===== src/rtl/rf_wb_arbiter.sv =====
// Register-file writeback arbiter: EXU/LSU share one write port, with a pending-load scoreboard for RAW/WAW.
// Optional EXU starvation guard enabled by defining RF_WB_STARVE_GUARD_EN.
module rf_wb_arbiter #(
    parameter int DATA_WIDTH  = 32,
    parameter int REG_NUM     = 32,
    parameter int REG_NUM_BIT = 5,
    parameter int STARVE_MAX  = 4
) (
    input  logic                   clk,
    input  logic                   rst,
    input  logic                   exu_valid,
    input  logic [REG_NUM_BIT-1:0] exu_rd,
    input  logic [DATA_WIDTH-1:0]  exu_wdata,
    output logic                   exu_ready,
    input  logic                   lsu_valid,
    input  logic [REG_NUM_BIT-1:0] lsu_rd,
    input  logic [DATA_WIDTH-1:0]  lsu_wdata,
    output logic                   lsu_ready,
    input  logic                   alloc_valid,
    input  logic [REG_NUM_BIT-1:0] alloc_rd,
    input  logic [REG_NUM_BIT-1:0] rs1,
    input  logic [REG_NUM_BIT-1:0] rs2,
    output logic                   hazard,
    output logic                   rf_wen,
    output logic [REG_NUM_BIT-1:0] rf_waddr,
    output logic [DATA_WIDTH-1:0]  rf_wdata
);

    logic [REG_NUM-1:0] busy, busy_nxt;
    logic exu_blocked, exu_xfer, lsu_xfer, starve_force;

    // An older load to the same rd must land before the EXU result (WAW).
    assign exu_blocked = busy[exu_rd] && (exu_rd != '0);

`ifdef RF_WB_STARVE_GUARD_EN
    localparam int CW = $clog2(STARVE_MAX + 1);
    logic [CW-1:0] starve_cnt;

    // Force only when EXU can actually go, so a blocked EXU never stalls the load that unblocks it.
    assign starve_force = exu_valid && !exu_blocked && (starve_cnt == CW'(STARVE_MAX));

    always_ff @(posedge clk) begin
        if (rst)
            starve_cnt <= '0;
        else if (exu_xfer || !exu_valid)
            starve_cnt <= '0;
        else if (!exu_blocked && lsu_valid && starve_cnt != CW'(STARVE_MAX))
            starve_cnt <= starve_cnt + 1'b1;
    end
`else
    assign starve_force = 1'b0;
`endif

    assign lsu_ready = lsu_valid && !starve_force;
    assign exu_ready = exu_valid && !exu_blocked && (!lsu_valid || starve_force);
    assign lsu_xfer  = lsu_valid && lsu_ready;
    assign exu_xfer  = exu_valid && exu_ready;

    assign hazard = ((rs1 != '0) && busy[rs1]) || ((rs2 != '0) && busy[rs2]);

    // Alloc is applied after the clear so a same-cycle reallocation keeps rd pending.
    always_comb begin
        busy_nxt = busy;
        if (lsu_xfer)
            busy_nxt[lsu_rd] = 1'b0;
        if (alloc_valid)
            busy_nxt[alloc_rd] = 1'b1;
        busy_nxt[0] = 1'b0;
    end

    always_ff @(posedge clk) begin
        if (rst)
            busy <= '0;
        else
            busy <= busy_nxt;
    end

    always_ff @(posedge clk) begin
        if (rst) begin
            rf_wen   <= 1'b0;
            rf_waddr <= '0;
            rf_wdata <= '0;
        end else begin
            rf_wen <= 1'b0;
            if (lsu_xfer && lsu_rd != '0) begin
                rf_wen   <= 1'b1;
                rf_waddr <= lsu_rd;
                rf_wdata <= lsu_wdata;
            end else if (exu_xfer && exu_rd != '0) begin
                rf_wen   <= 1'b1;
                rf_waddr <= exu_rd;
                rf_wdata <= exu_wdata;
            end
        end
    end

endmodule


===== config.mk =====
export PLATFORM = sky130hd
export DESIGN_NAME = rf_wb_arbiter
export DESIGN_NICKNAME = d
export VERILOG_FILES = /design/src/rtl/rf_wb_arbiter.sv
export SDC_FILE = /design/constraint.sdc
export NUM_CORES = 1
export LEC_CHECK = 0
export BUFFER_PORTS_ARGS = -buffer_cell sky130_fd_sc_hd__buf_2
export CORE_AREA = 5 5 97 99
export CTS_CLUSTER_SIZE = 12
export DETAILED_ROUTE_END_ITERATION = 12
export DIE_AREA = 0 0 102 104
export PLACE_DENSITY = 0.81
export SLEW_MARGIN = 40
export SYNTH_ARGS = -nofsm -noshare
export SYNTH_HDL_FRONTEND = slang
export SYNTH_SLANG_ARGS = --single-unit

===== constraint.sdc =====
create_clock -name clk -period 2.73 [get_ports clk]
set_input_delay 0 -clock clk [delete_from_list [all_inputs] [get_ports clk]]
set_output_delay 0 -clock clk [all_outputs]
set_load 0.01 [all_outputs]

==> reports/qor.yml <==
outcome:
  run_status: "completed"
timing:
  tns_ns: 0
  skew_ns: 0.0116
  slew_headroom: 0.549
  finalSetupViolCount: 0
  rsz0062_at_grt: "false"
  period_minus_slack_ns: 2.56
  fin_crit_sh: 0.937
  setup_ws_ns: 0.171
  whs_ns: 0.0223
  clock.fmax_mhz: 391
  worstMarginPinSlew_ns: 0.677
  finalHoldViolCount: 0
  slew_violations: 0
job:
  maxCapViolCount: 0
clock_tree:
  clk_pin_slew_ns: 0.08
  htreeDepth: 3
  insertion_delay_ns: 0.35
  clock_sinks: 69
  ctsRootBufferMaster: "clkbuf_8"
  clk_path_buf_depth: 2
  cts_tree: "yes"
  cts_setup_buffers: 0
  cts_buffers: 9
logic_synthesis:
  synthDistinctLibCells: 45
  synthTopCellsByCount: "79 x nand2_1, 69 x dfxtp_1, 38 x a21oi_1"
  syn_avg_cell_area_sq_um: 8.84
  synth_top_area_frac: 0.333
  synth_edf_count: 0
  synth-seq-cells: 69
  syn_nets: 563
  synth-main-ff-cell: "dfxtp_1"
  synth.area.top_cells: "dfxtp_1 33%, mux4_2 9.2%, nand2_1 7.2%, a32oi_1 7.0%, o211ai_2 6.0%"
  ys_seq_area_frac: 0.333
  synth_top_area_cell: "dfxtp_1"
  synth.most_common_cell: "nand2_1"
  ys_warn_count: 0
  postSynth.asyncResetShare: 0
  synth_area_sq_um: 4150
  synth_cells: 469
layout:
  drive_gt1_frac: 0.323
  fin_area_sq_um: 5670
  nNetsFinal: 733
  syn2layout_area_growth_pct: 36.9
  multi_input_area_sq_um: 2540
  utilization: 0.670
  finalNonFillerCells: 754
  n_fill_cell: 648
  register_area_sq_um: 1380
route:
  via_per_inst: 6.39
  dr_total_vias: 4815
  drtIter0Drc: 396
  wl_microns: 14900
  route.detailed.drc: 0
  drt-pass1-iter-count: 6
  final_antenna_net_count: 0
  wl_per_cell_microns: 19.7
critical_path:
  worstPathMaxFanout: 18
  crit_path_start_kind: "flop"
  cp.required_ns: 3.02
  end_kind: "flop"
  worstSetupPathType: "flop to flop"
  worstPathArrival_ns: 2.85
pwr:
  power.leakage_nw: 2.25
  vdd_drop_max_mv: 0.272
  p_total_mw: 2.49
  power.density_nw_per_um2: 439
global_routing:
  grt_usage: 0.278
  grt_max_degree: 101
  overflow: 0
  grt_pass1_wl_microns: 23800
  grt_pass1_vias: 4821
  antenna_found_initial: 1
die:
  start_util: 0.490
  core-area_sq_um: 8470
  die_height_microns: 104
  die_width_microns: 102
  rows: 34
  fp.dieArea_sq_um: 10600
  ioPinCount: 135
placed_design:
  hpwl_microns: 9360
  dpl_worst_slack_ns: 0.323
  dpl-instance-area_sq_um: 4820
  globalplace.congestion: 0.897
  portBuffers: 134
  place_inst: 670
min_path:
  worstHoldPathType: "input port to flop"
final timing paths:
| path | startpoint | to | slack [ns] | cells past startpoint |
|---|---|---|---|---|
| worst max-delay path | busy[7] | rf_wdata[10] | 0.17 | 6 |
| worst min-delay path | alloc_rd[0] | busy[16] | 0.02 | 4 |
| worst max register to register | busy[7] | rf_wdata[10] | 0.17 | 6 |
| worst min register to register | rf_waddr[4] | rf_waddr[4] | 0.48 | 2 |
report_power, final:
part | switching (mW) | internal, mW | total (mW)
registers | 0.0456 | 1.06 | 1.11
logic | 0.323 | 0.266 | 0.589
clock network | 0.381 | 0.412 | 0.793
state kept, by name, indices dropped and copies added (netlist names):
signal and cells:
rf_wdata 32, busy 31, rf_waddr 5, rf_wen 1
routing by layer:
metal | global-route usage | vias up | part of all wire
met5 | 0 | - | 0
met4 | 0.162 | 0 | 0.057
met3 | 0.0758 | 75 | 0.097
met2 | 0.431 | 316 | 0.47
met1 | 0.341 | 2264 | 0.38
li1 | - | 2160 | -
what timing repair did:
| item | in CTS | in global routing |
|---|---|---|
| gates resized for setup | 0 | 1 |
| endpoints found under the hold margin | 34 | 0 |
| hold buffers | 66 | 0 |
| setup endpoints to repair | 0 | 6 |
layout make-up:
type	count	share of cell area
Clock buffer	10	0.0225
Timing Repair Buffer	207	0.250
Sequential cell	69	0.243
Tap cell	108	0.0238
Inverter	1	0.000662
Clock inverter	5	0.00926
Antenna cell	3	0.00132
Multi-Input combinational cell	351	0.449
logic make-up (layout without fill, tap and decap cells):
| family | Yosys count | in the layout | synth area share |
|---|---|---|---|
| muxes | 36 | 36 | 0.139 |
| AOI/OAI and AO/OA | 157 | 157 | 0.281 |
| DFF | 69 | 69 | 0.333 |
| and+or+nand+nor | 158 | 158 | 0.190 |
| buffers and inverters | 49 | 223 | 0.0570 |
| other | 0 | 3 | 0 |
critical path, cell delays in order, from the launching register on:
cell and delay [ns]:
dfxtp_1 0.36, mux4_2 0.50, a2111oi_2 0.44, or4_4 0.35
nand4_1 0.15, o211ai_1 0.13, dlygate4sd3_1 0.57
cells in the final DEF (no fill, tap or decap), types with 4 or more instances in the layout:
cell | synthesis | final
mux2_2 | 4 | 4
buf_4 | 1 | 4
clkbuf_8 | 0 | 9
a22oi_1 | 5 | 5
a32oi_1 | 33 | 33
nand4_1 | 33 | 33
dlygate4sd3_1 | 0 | 66
a21oi_1 | 38 | 38
nor3_1 | 4 | 4
o211ai_1 | 14 | 14
mux4_2 | 17 | 17
o21ai_0 | 35 | 35
buf_2 | 5 | 134
dfxtp_1 | 69 | 69
mux2i_1 | 15 | 15
nor2_1 | 9 | 8
o211ai_2 | 20 | 20
nor3b_1 | 5 | 4
nand3b_1 | 5 | 5
nand2_1 | 79 | 79
(Power assumes the default switching activity.)
